$ cat src/rtl/seq_bit_serializer_if.sv
// ---------------------------------------------------------------------------
// seq_bit_serializer_if
//
// Purpose: bundles the parallel-load handshake and the serial output stream
//          of seq_bit_serializer into one interface.
//
// Signals:
//   data_in     [WIDTH-1:0]  parallel word offered by the producer
//   load_valid               producer has a word on data_in
//   load_ready               serializer can take a word this cycle
//   abort                    synchronous flush of the word in flight
//   bit_out                  serial stream bit, MSB first
//   bit_valid                bit_out carries a stream bit
//
// Handshake: a word moves on a rising clk edge where load_valid and
// load_ready are both 1. load_valid may be raised or dropped at any time;
// load_ready is combinational and may fall in the same cycle abort rises.
// bit_out/bit_valid form a push-only stream with no back-pressure.
//
// Modports:
//   master  producer / stream consumer side (drives data_in, load_valid, abort)
//   slave   the serializer itself
// ---------------------------------------------------------------------------
interface seq_bit_serializer_if #(
  parameter int WIDTH = 8
);
  logic [WIDTH-1:0] data_in;
  logic             load_valid;
  logic             load_ready;
  logic             abort;
  logic             bit_out;
  logic             bit_valid;

  modport master (
    output data_in,
    output load_valid,
    output abort,
    input  load_ready,
    input  bit_out,
    input  bit_valid
  );

  modport slave (
    input  data_in,
    input  load_valid,
    input  abort,
    output load_ready,
    output bit_out,
    output bit_valid
  );
endinterface

$ cat src/rtl/seq_bit_serializer.sv
// ---------------------------------------------------------------------------
// seq_bit_serializer
//
// Purpose: accepts a WIDTH-bit word through a valid/ready handshake and
//          streams it MSB first, one bit per clock, to a downstream sequence
//          detector. Back-to-back words stream without an idle gap.
//
// Optional feature: define SER_PARITY_EN to append one even-parity bit
//          (XOR of all captured data bits) after bit 0 of every word.
//
// Ports:
//   clk      single clock, all state updates on the rising edge
//   rst_n    asynchronous active-low reset
//   bus      seq_bit_serializer_if.slave (data_in, load_valid, load_ready,
//            abort, bit_out, bit_valid)
//   state_o  current FSM state for observation:
//            0 = IDLE, 1 = SHIFT, 2 = PARITY (parity build only)
//
// Timing: the word accepted on edge N shows bit WIDTH-1 on bit_out during
// the cycle after edge N. load_ready is high in IDLE and in the final
// stream cycle of the current word, and is forced low while abort is high.
// ---------------------------------------------------------------------------
module seq_bit_serializer #(
  parameter int WIDTH = 8
) (
  input  logic                 clk,
  input  logic                 rst_n,
  seq_bit_serializer_if.slave  bus,
  output logic [1:0]           state_o
);

  localparam int              CW      = $clog2(WIDTH + 1);
  localparam logic [CW-1:0]   CNT_TOP = CW'(WIDTH - 1);

  typedef enum logic [1:0] {
    S_IDLE   = 2'd0,
    S_SHIFT  = 2'd1
`ifdef SER_PARITY_EN
    ,
    S_PARITY = 2'd2
`endif
  } state_t;

  state_t           state_q;
  // Holds the bits not yet shown on bit_out, left-aligned; the next bit to
  // present is always shreg_q[WIDTH-1].
  logic [WIDTH-1:0] shreg_q;
  // Index of the data bit currently on bit_out (WIDTH-1 down to 0).
  logic [CW-1:0]    cnt_q;
  logic             bit_out_q;
  logic             bit_valid_q;
`ifdef SER_PARITY_EN
  logic             parity_q;
`endif

  logic             last_cycle;
  logic             load_ready;
  logic             accept;

  // The final stream cycle is where the next word may be taken so that it
  // begins on the very next cycle.
`ifdef SER_PARITY_EN
  assign last_cycle = (state_q == S_PARITY);
`else
  assign last_cycle = (state_q == S_SHIFT) && (cnt_q == '0);
`endif

  assign load_ready = ~bus.abort & ((state_q == S_IDLE) | last_cycle);
  assign accept     = bus.load_valid & load_ready;

  // -------------------------------------------------------------------------
  // FSM with registered stream outputs. Priority: reset, abort, accept,
  // then normal stepping through the word.
  // -------------------------------------------------------------------------
  always_ff @(posedge clk or negedge rst_n) begin
    if (!rst_n) begin
      state_q     <= S_IDLE;
      shreg_q     <= '0;
      cnt_q       <= '0;
      bit_out_q   <= 1'b0;
      bit_valid_q <= 1'b0;
`ifdef SER_PARITY_EN
      parity_q    <= 1'b0;
`endif
    end else if (bus.abort) begin
      // Flush: remaining bits are discarded and the stream goes quiet now.
      state_q     <= S_IDLE;
      shreg_q     <= '0;
      cnt_q       <= '0;
      bit_out_q   <= 1'b0;
      bit_valid_q <= 1'b0;
`ifdef SER_PARITY_EN
      parity_q    <= 1'b0;
`endif
    end else if (accept) begin
      // MSB goes straight to the output register; the rest waits in shreg_q.
      state_q     <= S_SHIFT;
      bit_out_q   <= bus.data_in[WIDTH-1];
      bit_valid_q <= 1'b1;
      shreg_q     <= {bus.data_in[WIDTH-2:0], 1'b0};
      cnt_q       <= CNT_TOP;
`ifdef SER_PARITY_EN
      parity_q    <= ^bus.data_in;
`endif
    end else begin
      unique case (state_q)
        S_SHIFT: begin
          if (cnt_q != '0) begin
            bit_out_q <= shreg_q[WIDTH-1];
            shreg_q   <= {shreg_q[WIDTH-2:0], 1'b0};
            cnt_q     <= cnt_q - 1'b1;
          end else begin
`ifdef SER_PARITY_EN
            state_q   <= S_PARITY;
            bit_out_q <= parity_q;
`else
            state_q     <= S_IDLE;
            bit_out_q   <= 1'b0;
            bit_valid_q <= 1'b0;
`endif
          end
        end
`ifdef SER_PARITY_EN
        S_PARITY: begin
          state_q     <= S_IDLE;
          bit_out_q   <= 1'b0;
          bit_valid_q <= 1'b0;
          parity_q    <= 1'b0;
        end
`endif
        default: begin
          state_q     <= S_IDLE;
          bit_out_q   <= 1'b0;
          bit_valid_q <= 1'b0;
        end
      endcase
    end
  end

  assign bus.load_ready = load_ready;
  assign bus.bit_out    = bit_out_q;
  assign bus.bit_valid  = bit_valid_q;
  assign state_o        = state_q;

  // -------------------------------------------------------------------------
  // Structural invariants of the stream.
  // -------------------------------------------------------------------------
  a_quiet_when_invalid : assert property (
    @(posedge clk) disable iff (!rst_n) !bit_valid_q |-> !bit_out_q
  );

  a_cnt_in_range : assert property (
    @(posedge clk) disable iff (!rst_n) cnt_q <= CNT_TOP
  );

  a_idle_is_quiet : assert property (
    @(posedge clk) disable iff (!rst_n) (state_q == S_IDLE) |-> !bit_valid_q
  );

endmodule

$ cat src/flat_wrapper.sv
// flat-port wrapper written by rule: the top's interface ports become plain ports
module seq_bit_serializer_flat 
#(
  parameter int WIDTH = 8
)
  (clk, rst_n, state_o, bus_data_in, bus_load_valid, bus_abort, bus_load_ready, bus_bit_out, bus_bit_valid);
  seq_bit_serializer_if #(.WIDTH(WIDTH)) bus_i ();
  input  logic clk;
  input  logic rst_n;
  output logic [1:0] state_o;
  input wire logic [$bits(bus_i.data_in)-1:0] bus_data_in;
  input wire logic [$bits(bus_i.load_valid)-1:0] bus_load_valid;
  input wire logic [$bits(bus_i.abort)-1:0] bus_abort;
  output wire logic [$bits(bus_i.load_ready)-1:0] bus_load_ready;
  output wire logic [$bits(bus_i.bit_out)-1:0] bus_bit_out;
  output wire logic [$bits(bus_i.bit_valid)-1:0] bus_bit_valid;
  assign bus_i.data_in = bus_data_in;
  assign bus_i.load_valid = bus_load_valid;
  assign bus_i.abort = bus_abort;
  assign bus_load_ready = bus_i.load_ready;
  assign bus_bit_out = bus_i.bit_out;
  assign bus_bit_valid = bus_i.bit_valid;
  seq_bit_serializer #(.WIDTH(WIDTH)) u_core (.clk(clk), .rst_n(rst_n), .bus(bus_i), .state_o(state_o));
endmodule
$ cat config.mk
export PLATFORM = sky130hd
export DESIGN_NAME = seq_bit_serializer_flat
export DESIGN_NICKNAME = d
export VERILOG_FILES = /design/src/rtl/seq_bit_serializer_if.sv /design/src/rtl/seq_bit_serializer.sv /design/src/flat_wrapper.sv
export SDC_FILE = /design/constraint.sdc
export NUM_CORES = 1
export LEC_CHECK = 0
export BUFFER_PORTS_ARGS = -buffer_cell sky130_fd_sc_hd__buf_4
export CAP_MARGIN = 20
export CORE_AREA = 5 5 49 68
export DETAILED_ROUTE_END_ITERATION = 16
export DIE_AREA = 0 0 54 73
export GPL_TIMING_DRIVEN = 0
export SLEW_MARGIN = 20
export SYNTH_ARGS = -nofsm -noshare
export SYNTH_HDL_FRONTEND = slang
export SYNTH_SLANG_ARGS = --single-unit
export TNS_END_PERCENT = 20
$ cat constraint.sdc
create_clock -name clk -period 3.01 [get_ports clk]
set_input_delay 0.1505 -clock clk [delete_from_list [all_inputs] [get_ports clk]]
set_output_delay 0.1505 -clock clk [all_outputs]
set_load 0.02 [all_outputs]
==> impl_results.md <==
- Peak fanout along the critical path: 9
- FFs w/ async S/R, synth: 100%
- Multiplexer fraction of the synthesized cell area: 1.32%
- Syn nets: 88
- Clk buf depth: 2
- Final hold vios: 0
- Row count: 23
- Post-route setup TNS: 0 ns
- Count of buffers from port buffering: 14
- Post-CTS setup repair buffer count: 0
- Final Instance Area: 966 um2
- Library cell with the largest summed area after synthesis: dfrtp_1
- Ports: 17
- Area share of the largest cell type after synthesis: 42.8%
- Gates resized, CTS repair: 0
- Total number of nets in the final design: 108
- Min-Delay Path Class: in -> reg
- Share of synthesized area occupied by flip-flops and latches: 42.8%
- Worst setup timing slack at the placement stage: 1.28 ns
- Dominant synthesized flop cell: dfrtp_1
- Fin crit share: 66.0%
- Static Leakage: 0.411 nW
- Final count of negative-setup-slack endpoints: 0
- Number of unique standard cell types used by synthesis: 29
- Drt first pass iters: 4
- Per-cell routed wire length: 13.2 um
- Overall die height: 73 um
- Most used cells in the layout excluding fill and tap cells: buf_4, nor3_1, dfrtp_1, nor2b_1, a221oi_2
- Combinational family with the most area after synthesis: simple AND/OR/NAND/NOR gates
- Library cell used as clock root buffer: clkbuf_8
- MaxCap Viol Count: 0
- Mapped Avg Cell Area: 10.1 um2
- Cell count after synthesis: 75
- Maximum number of pins on one net before global-route repair: 14
- Global-route wire length before repair: 3080 um
- Complex-gate fraction of the synthesized area: 21.6%
- Area share of fa/ha/maj cells after synthesis: 1.65%
- Initial antenna violation count: 0
- Clock latency on the worst-skew pair: 0.25 ns
- Number of filler instances in the final layout: 277
- H-Tree Level Count: 1
- Cell area power density: 502 nW/um2
- Placed cells: 126
- Number of vias in the routed layout: 656
- Area overhead of the layout relative to synthesis: 27.2%
- Number of buffers created by CTS: 3
- Worst hold slack across all endpoints: 0.0900 ns
- Final std cells w/o fill: 131
- Width of the die: 54 um
- Largest stage delay, worst path: 0.54 ns
- VDD IR-drop max: 0.000254 V
- Number of routed nets with antenna violations: 0
- Placed instance area: 911 um2
- Iteration-0 DRC count of the detailed router: 23
- Setup repair after global routing missed its margin: no
- Clock period minus worst slack: 1.99 ns
- Synth Register Bits: 13
- TritonCTS clock tree: built
- Count of unresolved DRC violations after routing: 0
- Required time reported for the critical path endpoint: 2.86 ns
- Most common cell after layout, fill and taps aside: buf_4
- Final design utilization: 35.3%
- Core Area: 2730 um2
- Critical Path AT: 1.84 ns
- Setup slack after layout: 1.02 ns
- Vias in the first global route: 680
- Slew margin rel.: 59.2%
- Final weighted congestion of routability-driven global placement: 0.733
- Average via count per standard cell: 5.01
- Final Max Slew Viols: 0
- Clock Skew: 0.00737 ns
- Critical path class: reg -> out
- Global route total overflow: 0
- CTS Hold Buffers Added: 1
- Max frequency: 503 MHz
- Synthesized area: 759 um2
- Post-detailed-placement half-perimeter wirelength: 1280 um
- CP max-delay cell: nor3b_2
- Overall power of the completed layout: 0.485 mW
- Fraction of synthesized cell area in xor and xnor cells: 0%
- Top cells by area in the synthesized netlist: dfrtp_1, a221oi_2, nor3_1
- Final WL: 1730 um
- Endpoint kind of the worst setup timing path: primary output
- Actual transition at the worst max-transition pin: 0.610 ns
- Simple-gate share of the synthesized area: 24.2%
- Number of warning messages in the yosys log: 0
- Die Footprint: 3940 um2
- Share of final-layout standard cells stronger than drive strength 1: 34.0%
- Starting Density: 27.8%
- Number of sinks handled by clock tree synthesis: 13
- CTS clock-pin slew for the worst setup and hold paths: 0.06 ns
- Outcome: complete, no violations
- Startpoint class of the critical path: flop
- Count of flip-flops with a built-in enable after synthesis: 0
- Ordered list of cells on the worst path: inv_1 > ha_1 > nor3b_2 > nor2_2 > nor2_1 > buf_4
- Global-route usage over all layers: 10.9%
- Number of diodes: 0
## cells by family (layout without fill, tap and decap cells)
group / Yosys count / after routing
AND/OR/NAND/NOR: 32 / 32
AO/OA/AOI/OAI: 16 / 16
flip-flops: 13 / 13
buffers and inverters: 11 / 30
adder cells (fa/ha/maj): 1 / 1
other: 1 / 1
multiplexers: 1 / 1
## layer usage
metal | track usage (%) | up-vias | routed length [um]
li1 | - | 315 | -
met1 | 12.8 | 318 | 680
met2 | 17.3 | 18 | 900
met3 | 2.04 | 5 | 93
met4 | 7.76 | 0 | 55
met5 | 0 | - | 0
## state kept, by name, indices dropped and copies added (netlist names)
register            cells
u_core.state_o          1
u_core.bus.bit_out      1
u_core.shreg_q          7
u_core.cnt_q            4
## worst paths after layout
check | startpoint | endpoint | slack (ns) | cells past startpoint
worst max-delay path | u_core.cnt_q[0]$_DFFE_PN0P_ | bus_load_ready | 1.02 | 6
worst min-delay path | bus_abort | u_core.cnt_q[2]$_DFFE_PN0P_ | 0.09 | 2
worst max register to register | u_core.cnt_q[0]$_DFFE_PN0P_ | u_core.cnt_q[1]$_DFFE_PN0P_ | 1.32 | 5
worst min register to register | u_core.shreg_q[7]$_DFFE_PN0P_ | u_core.bus.bit_out$_DFF_PN0_ | 0.56 | 2
max in group asynchronous | rst_n | u_core.cnt_q[0]$_DFFE_PN0P_ | 2.56 | 2
min in group asynchronous | rst_n | u_core.bus.bit_out$_DFF_PN0_ | 0.28 | 2
## synth_stat cells, drive strengths merged (2+ instances only)
| library cell | instances |
|---|---|
| nor2b | 6 |
| nand3 | 3 |
| a221oi | 6 |
| nor3 | 15 |
| a211oi | 3 |
| a21oi | 2 |
| dfrtp | 13 |
| inv | 3 |
| buf | 6 |
| nor2 | 3 |
## worst max-delay path, delay by kind of cell, from the launching register on
kind | cells | cell delay, ns
adders and majority gates | 1 | 0.19
buffers and inverters | 2 | 0.25
and+or+nand+nor | 3 | 0.75
DFF | 1 | 0.39
## area by class of cell
cell class                 instances  area (um2)  area share [%]
buffer                             7        45.0            4.66
clock buffer                       4        45.0            4.66
inverter                           4        15.0            1.55
multi-input combinational         51         374            38.7
sequential                        13         325            33.7
tap                               37        46.3            4.79
timing repair buffer              15         115            11.9
## where the power goes
part	leakage, nW	switching [mW]	internal [mW]
clock	0.0228	0.0657	0.0937
combinational	0.219	0.0652	0.0570
sequential	0.170	0.0130	0.191
total	0.411	0.144	0.341
(Power assumes the default switching activity.)
